==> src/rtl/tree_vote_scheduler_pkg.sv <==
// -----------------------------------------------------------------------------
// tree_vote_pkg
// Shared types and constants for the tree_vote_scheduler block:
//   - default ensemble geometry (N_FEAT / N_CLASSES / N_TREES)
//   - clog2 helper and the derived widths TW / CW / VW
//   - FSM state enum
// Optional feature macro used elsewhere in this slice: TREE_VOTE_PIPE_EN.
// -----------------------------------------------------------------------------
package tree_vote_pkg;

    localparam int N_FEAT    = 51;
    localparam int N_CLASSES = 6;
    localparam int N_TREES   = 8;

    // Ceiling log2; returns 0 for n <= 1.
    function automatic int clog2(input int n);
        int r;
        r = 0;
        for (int v = n - 1; v > 0; v = v >> 1) begin
            r++;
        end
        return r;
    endfunction

    localparam int TW = clog2(N_TREES);      // tree index width
    localparam int CW = clog2(N_CLASSES);    // class index width
    localparam int VW = clog2(N_TREES + 1);  // vote counter width, holds 0..N_TREES

    typedef enum logic [1:0] {
        IDLE   = 2'd0,
        EVAL   = 2'd1,
        DECIDE = 2'd2,
        OUT    = 2'd3
    } state_e;

endpackage

==> src/rtl/tree_vote_scheduler_if.sv <==
// -----------------------------------------------------------------------------
// tree_vote_scheduler_if
// Bundles the feature-input handshake, the tree-bank select/response pair and
// the result handshake of tree_vote_scheduler.
//   slave  : view of the scheduler itself
//   master : view of the surroundings (feature source, tree bank, consumer)
// Signals:
//   in_valid/in_ready/in_feat      feature vector handshake
//   tree_feat/tree_sel/tree_vote   tree bank drive and response
//   out_valid/out_ready            result handshake
//   out_class/out_votes/out_tie    result payload
//   busy                           scheduler not idle
// -----------------------------------------------------------------------------
interface tree_vote_scheduler_if;
    import tree_vote_pkg::*;

    logic                 in_valid;
    logic                 in_ready;
    logic [N_FEAT-1:0]    in_feat;
    logic [N_FEAT-1:0]    tree_feat;
    logic [TW-1:0]        tree_sel;
    logic [N_CLASSES-1:0] tree_vote;
    logic                 out_valid;
    logic                 out_ready;
    logic [CW-1:0]        out_class;
    logic [VW-1:0]        out_votes;
    logic                 out_tie;
    logic                 busy;

    modport slave (
        input  in_valid, in_feat, tree_vote, out_ready,
        output in_ready, tree_feat, tree_sel, out_valid,
               out_class, out_votes, out_tie, busy
    );

    modport master (
        output in_valid, in_feat, tree_vote, out_ready,
        input  in_ready, tree_feat, tree_sel, out_valid,
               out_class, out_votes, out_tie, busy
    );

endinterface

==> src/rtl/tree_vote_scheduler_vote_argmax.sv <==
// -----------------------------------------------------------------------------
// vote_argmax
// Purely combinational argmax over the per-class vote counters.
// Ports:
//   i_cnt  in   N_CLASSES x VW  per-class vote counts
//   o_idx  out  CW              index of the largest count (lowest index on ties)
//   o_max  out  VW              largest count
//   o_tie  out  1               another class shares the largest count
// -----------------------------------------------------------------------------
module vote_argmax
    import tree_vote_pkg::*;
(
    input  logic [N_CLASSES-1:0][VW-1:0] i_cnt,
    output logic [CW-1:0]                o_idx,
    output logic [VW-1:0]                o_max,
    output logic                         o_tie
);

    logic [CW-1:0] w_idx;
    logic [VW-1:0] w_max;
    logic          w_tie;
    logic          w_seen;

    // NOTE: combinational logic uses blocking assignments, and every variable
    // gets a default first so no latch can be inferred.
    always_comb begin
        w_idx  = '0;
        w_max  = i_cnt[0];
        w_tie  = 1'b0;
        w_seen = 1'b0;
        // Strict '>' keeps the earliest class when counts are equal.
        for (int k = 1; k < N_CLASSES; k++) begin
            if (i_cnt[k] > w_max) begin
                w_max = i_cnt[k];
                w_idx = CW'(k);
            end
        end
        // A tie exists when a second class reaches the same maximum.
        for (int k = 0; k < N_CLASSES; k++) begin
            if (i_cnt[k] == w_max) begin
                if (w_seen) begin
                    w_tie = 1'b1;
                end
                w_seen = 1'b1;
            end
        end
    end

    assign o_idx = w_idx;
    assign o_max = w_max;
    assign o_tie = w_tie;

endmodule

==> src/rtl/tree_vote_scheduler.sv <==
// -----------------------------------------------------------------------------
// tree_vote_scheduler
// Accepts one feature vector, walks the external tree bank through every tree
// index (one per cycle), accumulates per-class votes and returns the winning
// class, its vote count and a tie flag.
// Ports:
//   clk    in  clock, rising edge
//   rst_n  in  asynchronous active-low reset
//   bus    tree_vote_scheduler_if.slave (feature handshake, tree bank drive,
//          result handshake, busy)
// Configuration:
//   TREE_VOTE_PIPE_EN  when defined, tree_vote is registered once before
//                      accumulation; EVAL then lasts N_TREES+1 cycles and the
//                      latency grows by one cycle. Results are unchanged.
// -----------------------------------------------------------------------------
module tree_vote_scheduler
    import tree_vote_pkg::*;
(
    input  logic                  clk,
    input  logic                  rst_n,
    tree_vote_scheduler_if.slave  bus
);

    localparam logic [TW-1:0] LAST_SEL = TW'(N_TREES - 1);

    state_e                        r_state;
    logic                          r_in_ready;
    logic                          r_busy;
    logic                          r_out_valid;
    logic [N_FEAT-1:0]             r_tree_feat;
    logic [TW-1:0]                 r_tree_sel;
    logic [CW-1:0]                 r_out_class;
    logic [VW-1:0]                 r_out_votes;
    logic                          r_out_tie;
    logic [N_CLASSES-1:0][VW-1:0]  r_cnt;

    logic [N_CLASSES-1:0]          w_acc_vote;
    logic                          w_acc_en;
    logic                          w_eval_done;
    logic [CW-1:0]                 w_idx;
    logic [VW-1:0]                 w_max;
    logic                          w_tie;

`ifdef TREE_VOTE_PIPE_EN
    logic [N_CLASSES-1:0] r_vote_q;
    logic                 r_first;  // first EVAL cycle: r_vote_q is stale
    logic                 r_last;   // last tree presented, its vote still in r_vote_q

    always_ff @(posedge clk or negedge rst_n) begin
        if (!rst_n) begin
            r_vote_q <= '0;
        end else begin
            r_vote_q <= bus.tree_vote;
        end
    end

    assign w_acc_vote  = r_vote_q;
    assign w_acc_en    = !r_first;
    assign w_eval_done = r_last;
`else
    assign w_acc_vote  = bus.tree_vote;
    assign w_acc_en    = 1'b1;
    assign w_eval_done = (r_tree_sel == LAST_SEL);
`endif

    vote_argmax u_argmax (
        .i_cnt (r_cnt),
        .o_idx (w_idx),
        .o_max (w_max),
        .o_tie (w_tie)
    );

    // NOTE: sequential state uses non-blocking assignments so every register
    // samples pre-edge values regardless of statement order.
    always_ff @(posedge clk or negedge rst_n) begin
        if (!rst_n) begin
            r_state     <= IDLE;
            r_in_ready  <= 1'b1;
            r_busy      <= 1'b0;
            r_out_valid <= 1'b0;
            r_tree_feat <= '0;
            r_tree_sel  <= '0;
            r_out_class <= '0;
            r_out_votes <= '0;
            r_out_tie   <= 1'b0;
            // NOTE: the counters are a handful of flops, not a RAM, so they are
            // reset along with the rest of the state.
            r_cnt       <= '0;
`ifdef TREE_VOTE_PIPE_EN
            r_first     <= 1'b0;
            r_last      <= 1'b0;
`endif
        end else begin
            case (r_state)
                IDLE: begin
                    if (bus.in_valid && r_in_ready) begin
                        r_tree_feat <= bus.in_feat;
                        r_tree_sel  <= '0;
                        r_cnt       <= '0;
                        r_in_ready  <= 1'b0;
                        r_busy      <= 1'b1;
                        r_state     <= EVAL;
`ifdef TREE_VOTE_PIPE_EN
                        r_first     <= 1'b1;
                        r_last      <= 1'b0;
`endif
                    end
                end

                EVAL: begin
                    if (w_acc_en) begin
                        for (int k = 0; k < N_CLASSES; k++) begin
                            r_cnt[k] <= r_cnt[k] + VW'(w_acc_vote[k]);
                        end
                    end
                    if (w_eval_done) begin
                        r_state <= DECIDE;
                    end else if (r_tree_sel != LAST_SEL) begin
                        r_tree_sel <= r_tree_sel + TW'(1);
                    end
`ifdef TREE_VOTE_PIPE_EN
                    r_first <= 1'b0;
                    // Hold the last index one extra cycle so its registered
                    // vote gets consumed.
                    if (r_tree_sel == LAST_SEL) begin
                        r_last <= 1'b1;
                    end
`endif
                end

                DECIDE: begin
                    r_out_class <= w_idx;
                    r_out_votes <= w_max;
                    r_out_tie   <= w_tie;
                    r_out_valid <= 1'b1;
                    r_state     <= OUT;
                end

                OUT: begin
                    if (bus.out_ready) begin
                        r_out_valid <= 1'b0;
                        r_in_ready  <= 1'b1;
                        r_busy      <= 1'b0;
                        r_state     <= IDLE;
                    end
                end

                default: begin
                    r_state <= IDLE;
                end
            endcase
        end
    end

    assign bus.in_ready  = r_in_ready;
    assign bus.busy      = r_busy;
    assign bus.tree_feat = r_tree_feat;
    assign bus.tree_sel  = r_tree_sel;
    assign bus.out_valid = r_out_valid;
    assign bus.out_class = r_out_class;
    assign bus.out_votes = r_out_votes;
    assign bus.out_tie   = r_out_tie;

endmodule

==> src/flat_wrapper.sv <==
// flat-port wrapper written by rule: the top's interface ports become plain ports
module tree_vote_scheduler_flat import tree_vote_pkg::*;
  (clk, rst_n, bus_in_valid, bus_in_feat, bus_tree_vote, bus_out_ready, bus_in_ready, bus_tree_feat, bus_tree_sel, bus_out_valid, bus_out_class, bus_out_votes, bus_out_tie, bus_busy);
  tree_vote_scheduler_if bus_i ();
  input  logic clk;
  input  logic rst_n;
  input wire logic [$bits(bus_i.in_valid)-1:0] bus_in_valid;
  input wire logic [$bits(bus_i.in_feat)-1:0] bus_in_feat;
  input wire logic [$bits(bus_i.tree_vote)-1:0] bus_tree_vote;
  input wire logic [$bits(bus_i.out_ready)-1:0] bus_out_ready;
  output wire logic [$bits(bus_i.in_ready)-1:0] bus_in_ready;
  output wire logic [$bits(bus_i.tree_feat)-1:0] bus_tree_feat;
  output wire logic [$bits(bus_i.tree_sel)-1:0] bus_tree_sel;
  output wire logic [$bits(bus_i.out_valid)-1:0] bus_out_valid;
  output wire logic [$bits(bus_i.out_class)-1:0] bus_out_class;
  output wire logic [$bits(bus_i.out_votes)-1:0] bus_out_votes;
  output wire logic [$bits(bus_i.out_tie)-1:0] bus_out_tie;
  output wire logic [$bits(bus_i.busy)-1:0] bus_busy;
  assign bus_i.in_valid = bus_in_valid;
  assign bus_i.in_feat = bus_in_feat;
  assign bus_i.tree_vote = bus_tree_vote;
  assign bus_i.out_ready = bus_out_ready;
  assign bus_in_ready = bus_i.in_ready;
  assign bus_tree_feat = bus_i.tree_feat;
  assign bus_tree_sel = bus_i.tree_sel;
  assign bus_out_valid = bus_i.out_valid;
  assign bus_out_class = bus_i.out_class;
  assign bus_out_votes = bus_i.out_votes;
  assign bus_out_tie = bus_i.out_tie;
  assign bus_busy = bus_i.busy;
  tree_vote_scheduler u_core (.clk(clk), .rst_n(rst_n), .bus(bus_i));
endmodule
==> config.mk <==
export PLATFORM = sky130hd
export DESIGN_NAME = tree_vote_scheduler_flat
export DESIGN_NICKNAME = d
export VERILOG_FILES = /design/src/rtl/tree_vote_scheduler_pkg.sv /design/src/rtl/tree_vote_scheduler_if.sv /design/src/rtl/tree_vote_scheduler_vote_argmax.sv /design/src/rtl/tree_vote_scheduler.sv /design/src/flat_wrapper.sv
export SDC_FILE = /design/constraint.sdc
export NUM_CORES = 1
export LEC_CHECK = 0
export BUFFER_PORTS_ARGS = -buffer_cell sky130_fd_sc_hd__buf_2
export CAP_MARGIN = 20
export CORE_MARGIN = 10
export CORE_UTILIZATION = 40
export CTS_CLUSTER_SIZE = 40
export DETAILED_ROUTE_END_ITERATION = 12
export HOLD_SLACK_MARGIN = 0.08
export SLEW_MARGIN = 0
export SYNTH_ARGS = -nofsm -noshare
export SYNTH_HDL_FRONTEND = slang
export SYNTH_HIERARCHICAL = 1
export SYNTH_SLANG_ARGS = --single-unit
==> constraint.sdc <==
create_clock -name clk -period 19.8 [get_ports clk]
set_clock_uncertainty 0.05 [all_clocks]
set_input_delay 5.94 -clock clk [delete_from_list [all_inputs] [get_ports clk]]
set_output_delay 5.94 -clock clk [all_outputs]
set_load 0.05 [all_outputs]
==> results of run 1 <==
==> metal layers <==
| layer | GRT usage | vias up | part of all wire |
|---|---|---|---|
| li1 | - | 2408 | - |
| met1 | 0.190 | 2375 | 0.43 |
| met5 | 0 | - | 0.00083 |
| met3 | 0.0510 | 23 | 0.074 |
| met2 | 0.245 | 145 | 0.47 |
| met4 | 0.0500 | 2 | 0.018 |
==> per-stage QoR <==
stage,util,hold WS [ns],setup slack [ns],cells,instance area [um2]
floorplan,-,0.462,10.79,636,5760
global placement,0.464,0.402,10.22,915,6490
detailed placement,0.464,0.407,9.76,915,6490
CTS,0.489,0.424,9.72,931,6840
global route,0.489,0.445,8.86,931,6840
finish,0.489,0.422,9.62,932,6840
==> cells in the final DEF (no fill, tap or decap), types with 4 or more instances in the layout <==
cell type and instances:
inv_1 33, nor3_1 6, clkbuf_16 9, xnor2_1 21
a21boi_0 4, nor2_1 16, nand2b_1 18, ha_1 35
nand2_1 183, a211oi_1 4, and3_1 4, a21oi_1 22
buf_2 124, nand3_1 11, a22o_1 12, o21ai_0 19
xor2_1 10, mux2_2 9, a21boi_1 4, dfrtp_1 90
mux2i_1 18, o21ai_1 6
==> final cells by class <==
type,count,area [um2],share of cell area
clock inverter,7,121,0.0177
clock buffer,9,225,0.0329
inverter,33,124,0.0181
antenna,1,2.50,0.000366
tap,180,225,0.0329
multi-input combinational,484,3220,0.471
sequential,91,2280,0.333
timing repair buffer,127,643,0.0940
==> state kept, by name (all words and copies together), names as in the netlist <==
| signal | cells |
|---|---|
| u_core/bus.busy | 1 |
| u_core/bus.in_ready | 1 |
| u_core/bus.out_class | 3 |
| u_core/bus.out_tie | 1 |
| u_core/bus.out_valid | 1 |
| u_core/bus.out_votes | 4 |
| u_core/bus.tree_feat | 51 |
| u_core/bus.tree_sel | 3 |
| u_core/r_cnt | 24 |
| u_core/r_state | 2 |
==> critical path: cells and delay by family, from the launching register on <==
family / cells / cell delay, ns
DFF: 1 / 0.58
AOI/OAI and AO/OA: 14 / 3.75
buffers and inverters: 2 / 0.19
and+or+nand+nor: 11 / 2.28
xor gates and xnor gates: 1 / 0.12
adders and majority gates: 5 / 1.68
muxes: 4 / 1.50
==> cell families (layout without fill, tap and decap cells) <==
kind of cell / after synthesis / after routing / synth area share
mux: 31 / 31 / 0.0591
compound gates: 124 / 124 / 0.170
buf+inv: 61 / 176 / 0.0456
flops: 91 / 91 / 0.396
other cells: 0 / 1 / 0
fa+ha+maj: 35 / 35 / 0.0760
simple gates: 262 / 262 / 0.203
xor+xnor: 32 / 32 / 0.0500
==> how the worst max path moves through the flow <==
stage               slack (ns)                              to                   startpoint  depth (start not counted)
detailed placement        9.76  u_core/bus.out_tie$_DFFE_PN0P_  u_core/r_cnt[1]$_DFFE_PN0P_                         37
floorplan                10.79  u_core/bus.out_tie$_DFFE_PN0P_  u_core/r_cnt[1]$_DFFE_PN0P_                         39
finish                    9.62  u_core/bus.out_tie$_DFFE_PN0P_  u_core/r_cnt[1]$_DFFE_PN0P_                         37
CTS                       9.72  u_core/bus.out_tie$_DFFE_PN0P_  u_core/r_cnt[1]$_DFFE_PN0P_                         37
global placement         10.22  u_core/bus.out_tie$_DFFE_PN0P_  u_core/r_cnt[1]$_DFFE_PN0P_                         40
global route              8.86  u_core/bus.out_tie$_DFFE_PN0P_  u_core/r_cnt[1]$_DFFE_PN0P_                         40
==> results.json, run 1 <==
{
  "post_cts_resized": 0,
  "grt_pass1_vias": 5031,
  "synth_common_cells": "183 x nand2_1, 90 x dfrtp_1, 35 x ha_1",
  "vias_per_cell": 5.31,
  "htree_levels": 3,
  "postCtsSetupBuffers": 0,
  "crit_fanout": 10,
  "hold_start": "u_core/bus.tree_feat[6]$_DFFE_PN0P_",
  "reg2regPathDepth": 37,
  "hold_violations": 0,
  "path_clk_slew_ns": 0.06,
  "drv_cap": 0,
  "hold_depth": 2,
  "setup-tns-final_ns": 0,
  "period_share": 0.514,
  "drtIter0Drc": 259,
  "routabilityCongestion": 0.921,
  "status": "finished, final reports clean",
  "hpwl_um": 11600,
  "slew_violations": 0,
  "critPathKind": "register to register",
  "rows": 43,
  "nets": 842,
  "cts_buffers": 9,
  "cts_tree": "done",
  "min_to": "u_core/bus.tree_feat[6]$_DFFE_PN0P_",
  "die_w_um": 140,
  "firstDrtPassIters": 5,
  "slowest_delay_ns": 0.58,
  "worstPathRequired_ns": 20.02,
  "synth_top_area_share": 0.391,
  "area.growth.synth_to_final_pct": 18.7,
  "initial_core_util": 0.412,
  "rr_startpoint": "u_core/r_cnt[1]$_DFFE_PN0P_",
  "arrival_ns": 10.41,
  "syn-num-nets": 732,
  "synthCells": 636,
  "core_um2": 14000,
  "synth_top_area_cell": "dfrtp_1",
  "synth-main-ff-cell": "dfrtp_1",
  "wirelength_um": 15600,
  "grt_max_degree": 75,
  "overflow": 0,
  "synth_area_leaders": "dfrtp_1 39%, nand2_1 12%, ha_1 7.6%",
  "port_buffers": 125,
  "crit_path_end_kind": "register",
  "vias": 4953,
  "tightestPinTransition_ns": 1.10,
  "relSlewSlack": 0.264,
  "synth_cell_type_count": 81,
  "r2r_end": "u_core/bus.out_tie$_DFFE_PN0P_",
  "synthArstFlopShare": 1.00,
  "synth_edf_count": 0,
  "cts_hold_buffers": 0,
  "worst_path_most_repeated_cell": "ha_1",
  "wire_per_inst_um": 16.7,
  "cts_buffer_depth": 2,
  "clk_root_buffer_cell": "clkbuf_16",
  "ant_nets": 0,
  "critPathSlowestCell": "dfrtp_1",
  "num_io_pins": 126,
  "clk_latency_ns": 0.34,
  "die_height_um": 140,
  "start_kind": "register",
  "layout-drive-gt1-share": 0.248,
  "drcViolationCount": 0,
  "reg2reg_slack_ns": 9.62,
  "setup_viol": 0,
  "seq_area_frac_synth": 0.396,
  "dieArea_um2": 19600,
  "fillers": 1363,
  "yosys_register_bits": 91,
  "synth-warning-count": 6,
  "rsz0062_at_grt": "no",
  "grt_first_pass_wirelength_um": 25300,
  "period_needed_ns": 10.18,
  "postSynthAreaPerCell_um2": 9.06,
  "grt_usage": 0.153,
  "synth_area_um2": 5760,
  "min_path_type": "register to register",
  "cts_sinks": 91,
  "yosysMostFrequentCell": "nand2_1",
  "fmax_mhz": 98.2,
  "antenna_found_initial": 1
}
Power of run 1 is left out: the tool's default activity adds up to more than one toggle a clock period on the data nets, which glitch-free logic cannot reach.
==> run 2, diff against run 1 <==
clock period = 10.54 ns   (was 19.8 ns; I/O delays follow)
==> run 2 against run 1 <==
Critical path depth unchanged. Global-route usage shrank 0.15 points. Die area unchanged. Sequential share of layout area up 0.20 points. Final cell count stayed put. Critical path type unchanged. Critical endpoint unchanged. Largest cell class unchanged. Highest routed layer unchanged.
==> results.json, run 2 (same netlist as run 1, synthesis figures left out) <==
{
  "largest_register_ffs": 51,
  "overflow": 0,
  "fillers": 1405,
  "num_io_pins": 126,
  "cts_buffer_depth": 2,
  "period_needed_ns": 9.74,
  "ant_nets": 0,
  "rr_startpoint": "u_core/r_cnt[2]$_DFFE_PN0P_",
  "nets": 842,
  "cts_sinks": 91,
  "fmax_mhz": 103,
  "drtIter0Drc": 309,
  "tightestPinTransition_ns": 1.07,
  "period_share": 0.924,
  "cts_tree": "done",
  "rsz0062_at_grt": "no",
  "vias": 4904,
  "layoutNonFillerInstCount": 932,
  "hold_violations": 0,
  "antenna_found_initial": 1,
  "vias_per_cell": 5.26,
  "worstPathRequired_ns": 10.76,
  "crit_fanout": 10,
  "drcViolationCount": 0,
  "clk_root_buffer_cell": "clkbuf_16",
  "clk_latency_ns": 0.34,
  "drv_cap": 0,
  "core_um2": 14000,
  "min_path_type": "register to register",
  "setup_viol": 0,
  "firstDrtPassIters": 6,
  "area.growth.synth_to_final_pct": 18.1,
  "hold_depth": 2,
  "port_buffers": 125,
  "worst_path_most_repeated_cell": "ha_1",
  "crit_path_end_kind": "register",
  "hold_start": "u_core/bus.tree_feat[5]$_DFFE_PN0P_",
  "wirelength_um": 15400,
  "wire_per_inst_um": 16.5,
  "die_w_um": 140,
  "relSlewSlack": 0.283,
  "start_kind": "register",
  "routabilityCongestion": 0.921,
  "grt_max_degree": 75,
  "reg2reg_slack_ns": 0.80,
  "status": "finished, final reports clean",
  "grt_first_pass_wirelength_um": 25000,
  "htree_levels": 3,
  "slew_violations": 0,
  "whs_ns": 0.417,
  "final_common_cell": "nand2_1",
  "layout-drive-gt1-share": 0.252,
  "min_to": "u_core/bus.tree_feat[5]$_DFFE_PN0P_",
  "critPathKind": "register to register",
  "placed_cell_area_um2": 6490,
  "setup-tns-final_ns": 0,
  "most-common-layout-cells": "183 x nand2_1, 124 x buf_2, 90 x dfrtp_1",
  "die_height_um": 140,
  "dp_cells": 915,
  "rows": 43,
  "r2r_end": "u_core/bus.out_tie$_DFFE_PN0P_",
  "grt_pass1_vias": 5009,
  "postCtsSetupBuffers": 0,
  "dieArea_um2": 19600,
  "hpwl_um": 11600,
  "initial_core_util": 0.412,
  "reg2regPathDepth": 37,
  "path_clk_slew_ns": 0.06,
  "critPathSlowestCell": "or4_4",
  "slowest_delay_ns": 0.57,
  "fin_area_um2": 6800,
  "arrival_ns": 9.96,
  "grt_usage": 0.152,
  "cts_buffers": 9
}
[run 2: changes by cell type in the layout (fill, tap and decap cells not counted), sizes merged]
cell	previous run	this run
inv	36	34
clkinv	1	4
clkbuf	9	11
bufinv	3	0
[run 2: final cells by class]
class                           instances  area (um2)  area share
Antenna cell                            1        2.50    0.000368
Clock buffer                           11         243      0.0357
Clock inverter                          5        36.3     0.00534
Inverter                               33         124      0.0182
Multi-Input combinational cell        484        3250       0.478
Sequential cell                        91        2280       0.335
Tap cell                              180         225      0.0331
Timing Repair Buffer                  127         643      0.0946
[run 2: worst max-delay path: cells and delay by family, from the launching register on]
kind | cells | cell delay, ns
AO/OA/AOI/OAI | 13 | 3.10
AND/OR/NAND/NOR | 12 | 2.63
adder cells (fa/ha/maj) | 5 | 1.73
multiplexers | 4 | 1.29
flip-flops | 1 | 0.54
buffers and inverters | 2 | 0.23
XOR/XNOR | 1 | 0.10
[run 2: how the worst max path moves through the flow]
stage / startpoint / endpoint / slack, ns / cells past startpoint
after floorplan: u_core/r_cnt[1]$_DFFE_PN0P_ / u_core/bus.out_tie$_DFFE_PN0P_ / 1.53 / 39
after global placement: u_core/r_cnt[1]$_DFFE_PN0P_ / u_core/bus.out_tie$_DFFE_PN0P_ / 0.96 / 40
after detailed placement: u_core/r_cnt[1]$_DFFE_PN0P_ / u_core/bus.out_tie$_DFFE_PN0P_ / 0.44 / 37
after CTS: u_core/r_cnt[1]$_DFFE_PN0P_ / u_core/bus.out_tie$_DFFE_PN0P_ / 0.39 / 37
after global routing: u_core/r_cnt[2]$_DFFE_PN0P_ / u_core/bus.out_tie$_DFFE_PN0P_ / 0.03 / 40
final: u_core/r_cnt[2]$_DFFE_PN0P_ / u_core/bus.out_tie$_DFFE_PN0P_ / 0.80 / 37
[run 2: metal layers]
metal / part of all wire / track usage
met1: 0.44 / 0.192
met2: 0.48 / 0.239
met3: 0.072 / 0.0507
met4: 0.017 / 0.0484
met5: 0.00085 / 0
[run 2: timing repair]
item                       CTS  global route
gates resized for setup      0             6
hold buffers                 0             0
setup endpoints to repair    0             1
[run 2: metrics by stage]
stage               utilization  setup slack, ns
finish                    0.486            0.803
floorplan                     -             1.53
detailed placement        0.464            0.440
global route              0.486           0.0327
global placement          0.464            0.959
CTS                       0.484            0.395
Power of run 2 is left out for the same reason.
==> run 3, diff against run 2 <==
CELL_PAD_IN_SITES_DETAIL_PLACEMENT = 2   (was default)
CELL_PAD_IN_SITES_GLOBAL_PLACEMENT = 2   (was default)
CORE_UTILIZATION = 33   (was 40)
MAX_ROUTING_LAYER = met4   (was default)
PLACE_DENSITY_LB_ADDON = 0.1   (was default)
==> run 3 against run 2 <==
Register-to-register slack lost 0.06 ns. Global-route usage grew 2.0 points. Critical path type unchanged. Routed wire length grew 27%. Fmax shrank 0.64%. Highest routed layer is now met4. Core utilization shrank 8.2 points.
==> results.json, run 3 (same netlist as run 1, synthesis figures left out) <==
{
  "grt_first_pass_wirelength_um": 31900,
  "startpoint": "u_core/r_cnt[3]$_DFFE_PN0P_",
  "rr_startpoint": "u_core/r_cnt[3]$_DFFE_PN0P_",
  "placed_cell_area_um2": 6550,
  "wirelength_um": 19600,
  "antenna_found_initial": 1,
  "htree_levels": 3,
  "slowest_delay_ns": 0.57,
  "vias": 5119,
  "tightestPinTransition_ns": 1.10,
  "grt_usage": 0.172,
  "cts_buffers": 9,
  "period_needed_ns": 9.80,
  "min_path_type": "register to register",
  "slew_violations": 0,
  "port_buffers": 125,
  "endpoint": "u_core/bus.out_tie$_DFFE_PN0P_",
  "crit_path_end_kind": "register",
  "num_io_pins": 126,
  "drtIter0Drc": 215,
  "r2r_end": "u_core/bus.out_tie$_DFFE_PN0P_",
  "fin_area_um2": 6950,
  "dieArea_um2": 23100,
  "grt_max_degree": 65,
  "initial_core_util": 0.335,
  "vias_per_cell": 5.22,
  "period_share": 0.930,
  "arrival_ns": 10.04,
  "status": "finished, final reports clean",
  "cts_buffer_depth": 2,
  "core_um2": 17200,
  "firstDrtPassIters": 5,
  "hpwl_um": 14800,
  "drcViolationCount": 0,
  "nets": 845,
  "critPathSlowestCell": "or4_4",
  "final_util": 0.404,
  "rsz0062_at_grt": "no",
  "ant_nets": 0,
  "setup-tns-final_ns": 0,
  "wire_per_inst_um": 19.9,
  "overflow": 0,
  "relSlewSlack": 0.268,
  "final_common_cell": "nand2_1",
  "cts_sinks": 91,
  "hold_violations": 0,
  "path_clk_slew_ns": 0.07,
  "die_w_um": 152,
  "grt_pass1_vias": 5862,
  "rows": 48,
  "worstPathRequired_ns": 10.78,
  "area.growth.synth_to_final_pct": 20.6,
  "layout-drive-gt1-share": 0.263,
  "reg2regPathDepth": 40,
  "fmax_mhz": 102,
  "routabilityCongestion": 0.900,
  "largest_register_ffs": 51,
  "setup_viol": 0,
  "reg2reg_slack_ns": 0.74,
  "drv_cap": 0,
  "most-common-layout-cells": "183 x nand2_1, 124 x buf_2, 88 x dfrtp_1",
  "start_kind": "register",
  "die_height_um": 152,
  "cts_tree": "done",
  "cts_hold_buffers": 0,
  "critPathKind": "register to register",
  "clk_root_buffer_cell": "clkbuf_16",
  "crit_fanout": 10,
  "clk_latency_ns": 0.35
}
-- run 3: stage by stage --
step	setup WS [ns]	hold slack, ns	cells
5_1_grt	0.00599	0.454	980
2_1_floorplan	1.53	0.462	636
4_1_cts	0.0606	0.430	977
3_5_place_dp	0.179	0.412	961
3_3_place_gp	0.666	0.402	961
6_report	0.741	0.425	981
-- run 3: routing by layer --
metal	vias up	share of wire	track usage
met4	0	0.013	0.0413
met5	-	0	-
met3	16	0.054	0.0508
met1	2594	0.43	0.198
li1	2411	-	-
met2	98	0.50	0.289
-- run 3: final cells by class --
type                    count  area [um2]
multi-input cells         484        3260
repair buffers            130         686
diodes                      2        5.00
flip-flops and latches     91        2280
fillers                  1990       10200
inverters                  33         124
well taps                 225         282
clock inverters             6        72.6
clock buffers              10         239
-- run 3: worst min path at each step --
| stage | from | to | slack, ns | depth (start not counted) |
|---|---|---|---|---|
| final | u_core/bus.tree_feat[49]$_DFFE_PN0P_ | u_core/bus.tree_feat[49]$_DFFE_PN0P_ | 0.43 | 2 |
| after global routing | u_core/bus.tree_feat[49]$_DFFE_PN0P_ | u_core/bus.tree_feat[49]$_DFFE_PN0P_ | 0.45 | 2 |
| after CTS | u_core/bus.tree_feat[43]$_DFFE_PN0P_ | u_core/bus.tree_feat[43]$_DFFE_PN0P_ | 0.43 | 2 |
| after detailed placement | u_core/bus.tree_feat[5]$_DFFE_PN0P_ | u_core/bus.tree_feat[5]$_DFFE_PN0P_ | 0.41 | 2 |
| after global placement | u_core/bus.tree_feat[39]$_DFFE_PN0P_ | u_core/bus.tree_feat[39]$_DFFE_PN0P_ | 0.40 | 2 |
| after floorplan | u_core/r_state[1]$_DFFE_PN0P_ | u_core/r_state[1]$_DFFE_PN0P_ | 0.46 | 1 |
-- run 3: what timing repair did --
action / CTS / global route
resized for setup: 0 / 11
setup buffers: 0 / 0
endpoints found under the setup margin: 0 / 1
-- run 3: worst max-delay path: cells and delay by family (launching register included) --
kind                     cells  cell delay [ns]
AO/OA/AOI/OAI               16             3.78
XOR/XNOR                     1             0.10
adder cells (fa/ha/maj)      5             1.48
buffers and inverters        4             0.38
flip-flops                   1             0.44
multiplexers                 4             1.31
AND/OR/NAND/NOR             10             2.20
Power of run 3 is left out for the same reason.
